**src/rtl/hawk_pgrd_mngr_pkg.sv**
```systemverilog
// Shared types and constants for the HAWK page read manager.
// Mirrors the page-writer request packet so the control unit can drive either side.
package hawk_pgrd_mngr_pkg;

  localparam int unsigned HAWK_CL_BYTES  = 64;
  localparam int unsigned CL_OFS_W       = $clog2(HAWK_CL_BYTES);
  localparam int unsigned NBLK_W         = 7;
  localparam logic [2:0]  AXI_SIZE_CL    = 3'd6;
  localparam logic [1:0]  AXI_BURST_INCR = 2'b01;

  typedef struct packed {
    logic [63:0]       addr;
    logic [NBLK_W-1:0] nblk;
    logic              vld;
  } axi_rd_reqpkt_t;

  typedef struct packed {
    logic rdy;
  } axi_rd_rdypkt_t;

  typedef enum logic [1:0] {
    IDLE  = 2'd0,
    ISSUE = 2'd1,
    DRAIN = 2'd2,
    DONE  = 2'd3
  } pgrd_state_t;

  // Reads issued but not yet handed to the consumer; this is the credit in use.
  function automatic logic [NBLK_W-1:0] credits_used(input logic [NBLK_W-1:0] issued,
                                                     input logic [NBLK_W-1:0] delivered);
    return issued - delivered;
  endfunction

endpackage

```
**src/rtl/hawk_rd_fifo.sv**
```systemverilog
// Registered synchronous FIFO holding returned cachelines plus their error flag.
// DEPTH must be a power of two; the head reads as zero while empty.
module hawk_rd_fifo #(
  parameter int unsigned WIDTH = 513,
  parameter int unsigned DEPTH = 4
) (
  input  logic             clk_i,
  input  logic             rst_ni,
  input  logic             push_i,
  input  logic [WIDTH-1:0] wdata_i,
  input  logic             pop_i,
  output logic [WIDTH-1:0] rdata_o,
  output logic             full_o,
  output logic             empty_o
);

  localparam int unsigned AW = (DEPTH > 1) ? $clog2(DEPTH) : 1;

  logic [WIDTH-1:0] mem_q [DEPTH];
  logic [AW:0]      wptr_q, wptr_d;
  logic [AW:0]      rptr_q, rptr_d;
  logic             do_push;
  logic             do_pop;

  assign empty_o = (wptr_q == rptr_q);
  assign full_o  = (wptr_q[AW] != rptr_q[AW]) && (wptr_q[AW-1:0] == rptr_q[AW-1:0]);
  assign do_pop  = pop_i & ~empty_o;
  // A push into a full FIFO is taken only when the head leaves in the same cycle.
  assign do_push = push_i & (~full_o | do_pop);
  assign rdata_o = empty_o ? '0 : mem_q[rptr_q[AW-1:0]];

  always_comb begin
    wptr_d = wptr_q;
    rptr_d = rptr_q;
    if (do_push) wptr_d = wptr_q + 1'b1;
    if (do_pop)  rptr_d = rptr_q + 1'b1;
  end

  always_ff @(posedge clk_i or negedge rst_ni) begin
    if (!rst_ni) begin
      wptr_q <= '0;
      rptr_q <= '0;
    end else begin
      wptr_q <= wptr_d;
      rptr_q <= rptr_d;
    end
  end

  always_ff @(posedge clk_i) begin
    if (do_push) mem_q[wptr_q[AW-1:0]] <= wdata_i;
  end

endmodule

```
**src/rtl/hawk_pgrd_mngr.sv**
```systemverilog
// Page read manager: turns one page-read command into single-cacheline AXI reads
// and delivers the returned lines, in order, through a credit-protected FIFO.
module hawk_pgrd_mngr
  import hawk_pgrd_mngr_pkg::*;
#(
  parameter int unsigned ADDR_W     = 64,
  parameter int unsigned DATA_W     = 512,
  parameter int unsigned ID_W       = 4,
  parameter int unsigned AXI_ID     = 0,
  parameter int unsigned FIFO_DEPTH = 4
) (
  input  logic              clk_i,
  input  logic              rst_ni,
  input  logic              rd_req_vld,
  output logic              rd_req_rdy,
  input  logic [ADDR_W-1:0] rd_req_addr,
  input  logic [6:0]        rd_req_nblk,
  output logic [ID_W-1:0]   axi_arid,
  output logic [ADDR_W-1:0] axi_araddr,
  output logic [7:0]        axi_arlen,
  output logic [2:0]        axi_arsize,
  output logic [1:0]        axi_arburst,
  output logic              axi_arvalid,
  input  logic              axi_arready,
  input  logic [ID_W-1:0]   axi_rid,
  input  logic [DATA_W-1:0] axi_rdata,
  input  logic [1:0]        axi_rresp,
  input  logic              axi_rlast,
  input  logic              axi_rvalid,
  output logic              axi_rready,
  output logic              blk_vld,
  input  logic              blk_rdy,
  output logic [DATA_W-1:0] blk_data,
  output logic              blk_err,
  output logic              blk_last,
  output logic              rd_done,
  output logic              rd_err,
  output pgrd_state_t       dbg_state_o
);

  // Handshakes: a transfer happens on a clock edge where valid and ready are both
  // high; a raised valid and its payload are held until that edge.

  localparam logic [NBLK_W-1:0] DEPTH_C = NBLK_W'(FIFO_DEPTH);

  pgrd_state_t       state_q, state_d;
  logic [ADDR_W-1:0] base_q, base_d;
  logic [NBLK_W-1:0] nblk_q, nblk_d;
  logic [NBLK_W-1:0] ar_cnt_q, ar_cnt_d;
  logic [NBLK_W-1:0] blk_cnt_q, blk_cnt_d;
  logic              rd_err_q, rd_err_d;

  logic              ar_hs, r_hs, blk_hs;
  logic              fifo_full, fifo_empty;
  logic [DATA_W:0]   fifo_head;
  logic [NBLK_W-1:0] outst;
  logic              unused_in;

  assign outst  = credits_used(ar_cnt_q, blk_cnt_q);
  assign ar_hs  = axi_arvalid & axi_arready;
  assign r_hs   = axi_rvalid & axi_rready;
  assign blk_hs = blk_vld & blk_rdy;

  // arvalid is a function of registered state only: without an AR handshake
  // ar_cnt is frozen and blk_cnt can only grow, so a raised request stays raised.
  assign axi_arvalid = (state_q == ISSUE) && (ar_cnt_q != nblk_q) && (outst < DEPTH_C);
  assign axi_araddr  = base_q + ADDR_W'({ar_cnt_q, {CL_OFS_W{1'b0}}});
  assign axi_arid    = ID_W'(AXI_ID);
  assign axi_arlen   = 8'd0;
  assign axi_arsize  = AXI_SIZE_CL;
  assign axi_arburst = AXI_BURST_INCR;
  assign axi_rready  = (state_q == ISSUE) || (state_q == DRAIN);

  assign rd_req_rdy  = (state_q == IDLE);
  assign rd_done     = (state_q == DONE);
  assign rd_err      = rd_err_q;
  assign dbg_state_o = state_q;

  assign blk_vld  = ~fifo_empty;
  assign blk_data = fifo_head[DATA_W:1];
  assign blk_err  = fifo_head[0];
  assign blk_last = blk_vld && (blk_cnt_q == nblk_q - 1'b1);

  assign unused_in = ^{axi_rid, axi_rlast, fifo_full, rd_req_addr[CL_OFS_W-1:0]};

  always_comb begin
    state_d   = state_q;
    base_d    = base_q;
    nblk_d    = nblk_q;
    ar_cnt_d  = ar_cnt_q;
    blk_cnt_d = blk_cnt_q;
    rd_err_d  = rd_err_q;

    if (ar_hs)  ar_cnt_d  = ar_cnt_q + 1'b1;
    if (blk_hs) blk_cnt_d = blk_cnt_q + 1'b1;
    if (r_hs && (axi_rresp != 2'b00)) rd_err_d = 1'b1;

    case (state_q)
      IDLE: begin
        if (rd_req_vld) begin
          base_d    = {rd_req_addr[ADDR_W-1:CL_OFS_W], {CL_OFS_W{1'b0}}};
          nblk_d    = rd_req_nblk;
          ar_cnt_d  = '0;
          blk_cnt_d = '0;
          rd_err_d  = 1'b0;
          state_d   = (rd_req_nblk == '0) ? DONE : ISSUE;
        end
      end
      ISSUE: begin
        if (ar_hs && (ar_cnt_q + 1'b1 == nblk_q)) state_d = DRAIN;
      end
      DRAIN: begin
        if (blk_hs && (blk_cnt_q + 1'b1 == nblk_q)) state_d = DONE;
      end
      DONE: begin
        state_d = IDLE;
      end
      default: begin
        state_d = IDLE;
      end
    endcase
  end

  always_ff @(posedge clk_i or negedge rst_ni) begin
    if (!rst_ni) begin
      state_q   <= IDLE;
      base_q    <= '0;
      nblk_q    <= '0;
      ar_cnt_q  <= '0;
      blk_cnt_q <= '0;
      rd_err_q  <= 1'b0;
    end else begin
      state_q   <= state_d;
      base_q    <= base_d;
      nblk_q    <= nblk_d;
      ar_cnt_q  <= ar_cnt_d;
      blk_cnt_q <= blk_cnt_d;
      rd_err_q  <= rd_err_d;
    end
  end

  // Credit keeps outstanding reads within FIFO_DEPTH, so a push always finds space.
  hawk_rd_fifo #(
    .WIDTH (DATA_W + 1),
    .DEPTH (FIFO_DEPTH)
  ) u_fifo (
    .clk_i   (clk_i),
    .rst_ni  (rst_ni),
    .push_i  (r_hs),
    .wdata_i ({axi_rdata, (axi_rresp != 2'b00)}),
    .pop_i   (blk_hs),
    .rdata_o (fifo_head),
    .full_o  (fifo_full),
    .empty_o (fifo_empty)
  );

endmodule

```
**config.mk**
```make
export PLATFORM = sky130hd
export DESIGN_NAME = hawk_pgrd_mngr
export DESIGN_NICKNAME = d
export VERILOG_FILES = /design/src/rtl/hawk_pgrd_mngr_pkg.sv /design/src/rtl/hawk_rd_fifo.sv /design/src/rtl/hawk_pgrd_mngr.sv
export SDC_FILE = /design/constraint.sdc
export NUM_CORES = 2
export LEC_CHECK = 0
export ABC_CLOCK_PERIOD_IN_PS = 14080
export CAP_MARGIN = 20
export CELL_PAD_IN_SITES_DETAIL_PLACEMENT = 1
export CELL_PAD_IN_SITES_GLOBAL_PLACEMENT = 1
export CORE_MARGIN = 2
export CORE_UTILIZATION = 38
export CTS_BUF_LIST = sky130_fd_sc_hd__clkbuf_2 sky130_fd_sc_hd__clkbuf_4 sky130_fd_sc_hd__clkbuf_8
export DETAILED_ROUTE_END_ITERATION = 16
export DONT_BUFFER_PORTS = 1
export GPL_TIMING_DRIVEN = 0
export PLACE_DENSITY_LB_ADDON = 0.1
export SYNTH_ARGS = -nofsm -noshare
export SYNTH_HDL_FRONTEND = slang
export SYNTH_SLANG_ARGS = --single-unit
```
**constraint.sdc**
```tcl
create_clock -name clk_i -period 14.08 [get_ports clk_i]
set_clock_uncertainty 0.05 [all_clocks]
set_input_delay 0.704 -clock clk_i [delete_from_list [all_inputs] [get_ports clk_i]]
set_output_delay 0.704 -clock clk_i [all_outputs]
set_load 0.05 [all_outputs]
```
======== Yosys cells after proc, flatten, opt, wreduce, memory -nomap -nowiden ========
Memories as Yosys holds them, arrays and structs flattened.
Cells that the tools add are included.
operators by class
  add/sub/neg operators ................... 7
  $lt $le $gt $ge ......................... 1
  equality and inequality tests ........... 13
  multiplexer cells ....................... 17
  bitwise operators ....................... 8
  reductions and logical operators ........ 13
operators by type and width
  cell                   number
  $mux W513              1
  $add A64 B13 Y64       1
  $mux W7                6
  $eq A7 B7 Y1           3
  $add A7 B1 Y7 const B  2
  $mux W2                4
  $pmux W2 S4            1
  $logic_and A1 B1 Y1    7
  $logic_not A7 Y1       1
  $lt A7 B3 Y1 const B   1
  $ne A7 B7 Y1           1
  $sub A7 B1 Y7 const B  1
  $sub A7 B7 Y7          1
  $add A3 B1 Y3 const B  2
  $and A1 B1 Y1          5
  $mux W1                5
  $eq A2 B2 Y1 const B   2
  $ne A2 B1 Y1 const B   2
  $eq A3 B3 Y1           1
  $reduce_and A3 Y1      1
  $eq A2 B1 Y1 const B   1
  $eq A2 B2 Y1           1
  $logic_not A2 Y1       1
  $ne A2 B2 Y1 const B   1
  other kinds (6)        7
storage, ports and cells
  register bits after elaboration ......... 88
  bits in writable memories ............... 2052
  input port bits ......................... 596
  output and inout bits ................... 603
  memories ................................ 1
memory list
  name          words  bits a word  read ports  clocked after memory_dff  wr ports  RTL line            source
  u_fifo.mem_q  4      513          1           0                         1         hawk_rd_fifo.sv:19  logic [WIDTH-1:0] mem_q [DEPTH];

======== Longest topological paths before layout ========
  word-level depth ........................ 8
  depth in mapped cells ................... 11
  mapped depth without buffers ............ 10

======== Cells and area by module ========
From an unflattened synthesis, not the netlist that was laid out.
unflattened totals
  cell total of the unflattened synthesis .. 3986
  area total of the unflattened synthesis .. 83262.4 sq um
modules (own cells, without submodules)
  module          instances  cells an instance  area each (sq um)  sequential area each (sq um)
  hawk_rd_fifo    1          3283               77624.4            61769.2
  hawk_pgrd_mngr  1          703                5637.9             2052.0

======== Worst setup path before layout ========
No wires, ideal clock.
  kind .................................... register to register
  start ................................... register state_q[0], in the netlist dbg_state_o[0]
  end ..................................... memory u_fifo.mem_q[3][0], enable pin
  library setup time ...................... 0.948 ns
  arrival time ............................ 13.424 ns
  data required time ...................... 13.082 ns
  setup slack ............................. -0.342 ns
  stages on the path, launching flop included .. 5
  path buffers ............................ 0
  period minus slack after synthesis ...... 14.422 ns
  cell sequence ........................... dfrtp_1 > inv_1 > ha_1 > o311a_1 > and2_1
between the ends
  cells in the longest elaborated chain, start to end .. 6
RTL lines
  what                                          RTL line               source
  start: declaration                            hawk_pgrd_mngr.sv:46   pgrd_state_t state_q, state_d;
  start signal: assignment                      hawk_pgrd_mngr.sv:133  state_q <= state_d;
  $eq A2 B1 Y1 or $eq A2 B2 Y1 (tied branches)  hawk_pgrd_mngr.sv:72   assign axi_rready = (state_q == ISSUE) || (state_q == DRAIN);
  $logic_or A1 B1 Y1 *                          hawk_pgrd_mngr.sv:72
  net axi_rready                                hawk_pgrd_mngr.sv:30   output logic axi_rready,
  $and A1 B1 Y1 *                               hawk_pgrd_mngr.sv:61   assign r_hs = axi_rvalid & axi_rready;
  $and A1 B1 Y1 *                               hawk_rd_fifo.sv:29     assign do_push = push_i & (~full_o | do_pop);
  $mux W1 *                                     hawk_rd_fifo.sv:50     if (do_push) mem_q[wptr_q[AW-1:0]] <= wdata_i;
  $mux W1 (not written as such) *               hawk_rd_fifo.sv:50
  end: declaration                              hawk_rd_fifo.sv:19
Mark *: on every way through the listed nets, which the timed path passes. The rest lies on a longest branch.

======== Final worst setup path ========
  start ................................... register ar_cnt_q[0]
  end ..................................... output port axi_araddr[32]
between the ends
  cells in the longest elaborated chain, start to end .. 1
RTL lines
  what                      RTL line               source
  start: declaration        hawk_pgrd_mngr.sv:49   logic [NBLK_W-1:0] ar_cnt_q, ar_cnt_d;
  start signal: assignment  hawk_pgrd_mngr.sv:136  ar_cnt_q <= ar_cnt_d;
  $add A64 B13 Y64          hawk_pgrd_mngr.sv:67   assign axi_araddr = base_q + ADDR_W'({ar_cnt_q, {CL_OFS_W{1'b0}}});
  end: declaration          hawk_pgrd_mngr.sv:19   output logic [ADDR_W-1:0] axi_araddr,
Every way passes these cells.

==> impl_results.md <==
* Maximum root-to-sink buffer count at 4
* Average wire per standard cell at 29.98 um
* Avg Inst Size Synth at 20.89 um2
* Post-cts resize count at 0
* Inserted Clock Buffers at 384
* Final Setup Violations at 0
* CP startpoint kind: flop
* Total track usage at 0.2191
* Asr flop ratio synth at 0.04112
* Layout area overhead at 22.25%
* Initial Util at 0.3822
* Fmax at 175.0 MHz
* Yosys reg bits at 2,140
* DRC Markers at 0
* Vias per cell at 5.153
* Commonest non-fill, non-tap cell in the layout: edfxtp_1
* Largest net degree at the start of global routing at 89
* Grt ovf at 0
* Input/output buffers at 0
* Max Slew Vio Count at 0
* Detailed placement HPWL at 172.4 mm
* I/O pin total at 1,199
* Crit. End Element: primary output
* Die ar. at 222,000 um2
* Slew of the pin with the lowest slew margin at 1.174 ns
* WP data required at 13.33 ns
* Period utilization at 0.4058
* Crit-path max FO at 10
* Most frequent cells in the layout: edfxtp_1 (2,052), dlygate4sd3_1 (581), and2_1 (519)
* Final Hold Vio Count at 0
* Setup_tns at 0 ns
* Routed WL at 246.5 mm
* Worst path arrival time at 4.96 ns
* Max_slew headroom at 0.2116
* Chip height at 471.1 um
* EDFF count, synth at 2,052
* Initial antenna violation count at 115
* Post-route ant nets at 0
* CTS root buf: clkbuf_8
* Netlist Area Pre-Place at 82,920 um2
* Max-cap violations at 0
* CTS clk-pin slew, worst paths at 0.05 ns
* Fin crit period at 5.714 ns
* Vias at 42.36k
* Post-synth top flop: edfxtp_1
* Status: complete, no violations
* H-tree depth at 5
* Register area share after synthesis at 0.7696
* Initial DRC count at 2,848
* RSZ-0062 raised after global routing: false
* GP Congestion at 0.7823
* Nets at 5,664
* Placement Rows at 171
* Core area at 217,000 um2
* Vias in the first global route at 45.91k
* Setup Crit Path Kind: reg -> out
* CTS tree: yes
* Hold WC Path Type: in -> reg
* Chip width at 471.1 um
* Yosys warning count at 0
* Yosys cell types at 58
* Clk_lat worst skew at 1.03 ns
* First-pass GRT wire length at 349.1 mm
* Pre-antenna DRT Iters at 8
* Post-Synthesis Cells at 3,969
* CTS Sinks at 2,140
* Fraction of layout cells with a size suffix above 1 at 0.2306
-- per-layer routing --
metal / share of wire / up-vias / GRT usage
li1: - / 18080 / -
met1: 0.38 / 22240 / 0.2594
met2: 0.50 / 1437 / 0.3679
met3: 0.087 / 528 / 0.08400
met4: 0.031 / 78 / 0.06896
met5: 0.0021 / - / 0
-- Yosys cell counts, types with 2 or more instances --
cell      number  share of area
buf_6          3        0.00041
buf_1         63         0.0029
conb_1         2       0.000091
o221ai_1       2        0.00021
a21oi_1       17         0.0010
nor2_1        32         0.0014
buf_2          7        0.00042
nand2b_1       3        0.00023
o31ai_1        2        0.00018
mux2i_1        5        0.00060
mux4_2       513           0.14
a21boi_0       2        0.00018
xnor2_1       70         0.0074
buf_4         23         0.0021
nor2b_1        3        0.00023
a21o_1         4        0.00036
nand4_1       15         0.0011
o21a_1         4        0.00036
a31oi_1        5        0.00038
ha_1          24         0.0036
clkbuf_1     128         0.0058
edfxtp_1    2052           0.74
inv_1         26         0.0012
nand3_1       31         0.0019
o21ai_0       21         0.0013
a211o_1        2        0.00021
xor2_1        25         0.0026
or3_1          7        0.00053
and2_1       523          0.039
nor4_1         4        0.00030
or4_1          2        0.00018
nand2_1      208         0.0094
dfrtp_1       88          0.027
nor3_1        10        0.00060
and3_1        16         0.0012
and4_1         5        0.00053
-- logic make-up after synthesis --
kind of cell	Yosys count	synth area share
compound gates	70	0.005432
xor+xnor	95	0.01003
fa+ha+maj	25	0.003863
buf+inv	252	0.01308
flops	2140	0.7696
mux	519	0.1401
other cells	2	0.00009057
simple gates	866	0.05779
-- state kept, by name, summed over array words and instances, names as in the netlist --
register / cells
nblk_q: 7
rd_err: 1
u_fifo.rptr_q: 3
blk_cnt_q: 7
u_fifo.wptr_q: 3
u_fifo.mem_q: 2052
ar_cnt_q: 7
dbg_state_o: 2
base_q: 58
-- final cells by class --
type	instances	area, um2
fillers	20200	115600
flip-flops and latches	2140	63820
multi-input cells	1598	18110
repair buffers	667	7502
clock buffers	533	6454
well taps	2854	3571
plain buffers	226	991.0
clock inverters	118	675.6
diodes	59	147.6
inverters	26	97.59
-- worst max-delay path: stages (launching register included) --
cell and delay [ns]:
dfrtp_1 0.53, ha_1 0.25, inv_1 0.06, fa_1 0.39
nor2b_1 0.12, o21ai_0 0.11, a21boi_0 0.45, o21a_1 0.25
clkbuf_1 0.59, nand2_1 0.22, nor2_1 0.17, xor2_1 0.82
-- path summary, 6_finish.rpt --
path / startpoint / end / slack (ns) / cells past startpoint
worst min-delay path: blk_rdy / u_fifo.wptr_q[0] / 0.13 / 2
min in group asynchronous: rst_ni / base_q[10] / 0.26 / 2
worst max register to register: dbg_state_o[1] / u_fifo.mem_q[2][220] / 9.15 / 8
worst max-delay path: ar_cnt_q[0] / axi_araddr[32] / 8.37 / 11
max in group asynchronous: rst_ni / u_fifo.wptr_q[1] / 13.29 / 2
worst min register to register: base_q[6] / base_q[6] / 0.44 / 2
-- through the flow --
step	worst slack (ns)	hold slack [ns]	instance area, um2	std cells	util
after floorplan	-0.3102	0.3584	83010	3990	-
after global placement	-12.26	0.3608	86580	6844	0.3991
after detailed placement	9.071	0.3612	88240	6928	0.4067
after CTS	8.151	0.01627	101200	8161	0.4665
after global routing	7.964	0.06016	101300	8194	0.4669
final	8.366	0.1343	101400	8221	0.4673
-- what timing repair did --
item                      in CTS  in global routing
hold endpoints to repair    2212                  0
hold buffers                 582                  0
buffers inserted               0                  0
Power is not shown: default switching activity piles up to over one toggle a cycle in this logic, so the estimate is an artifact.
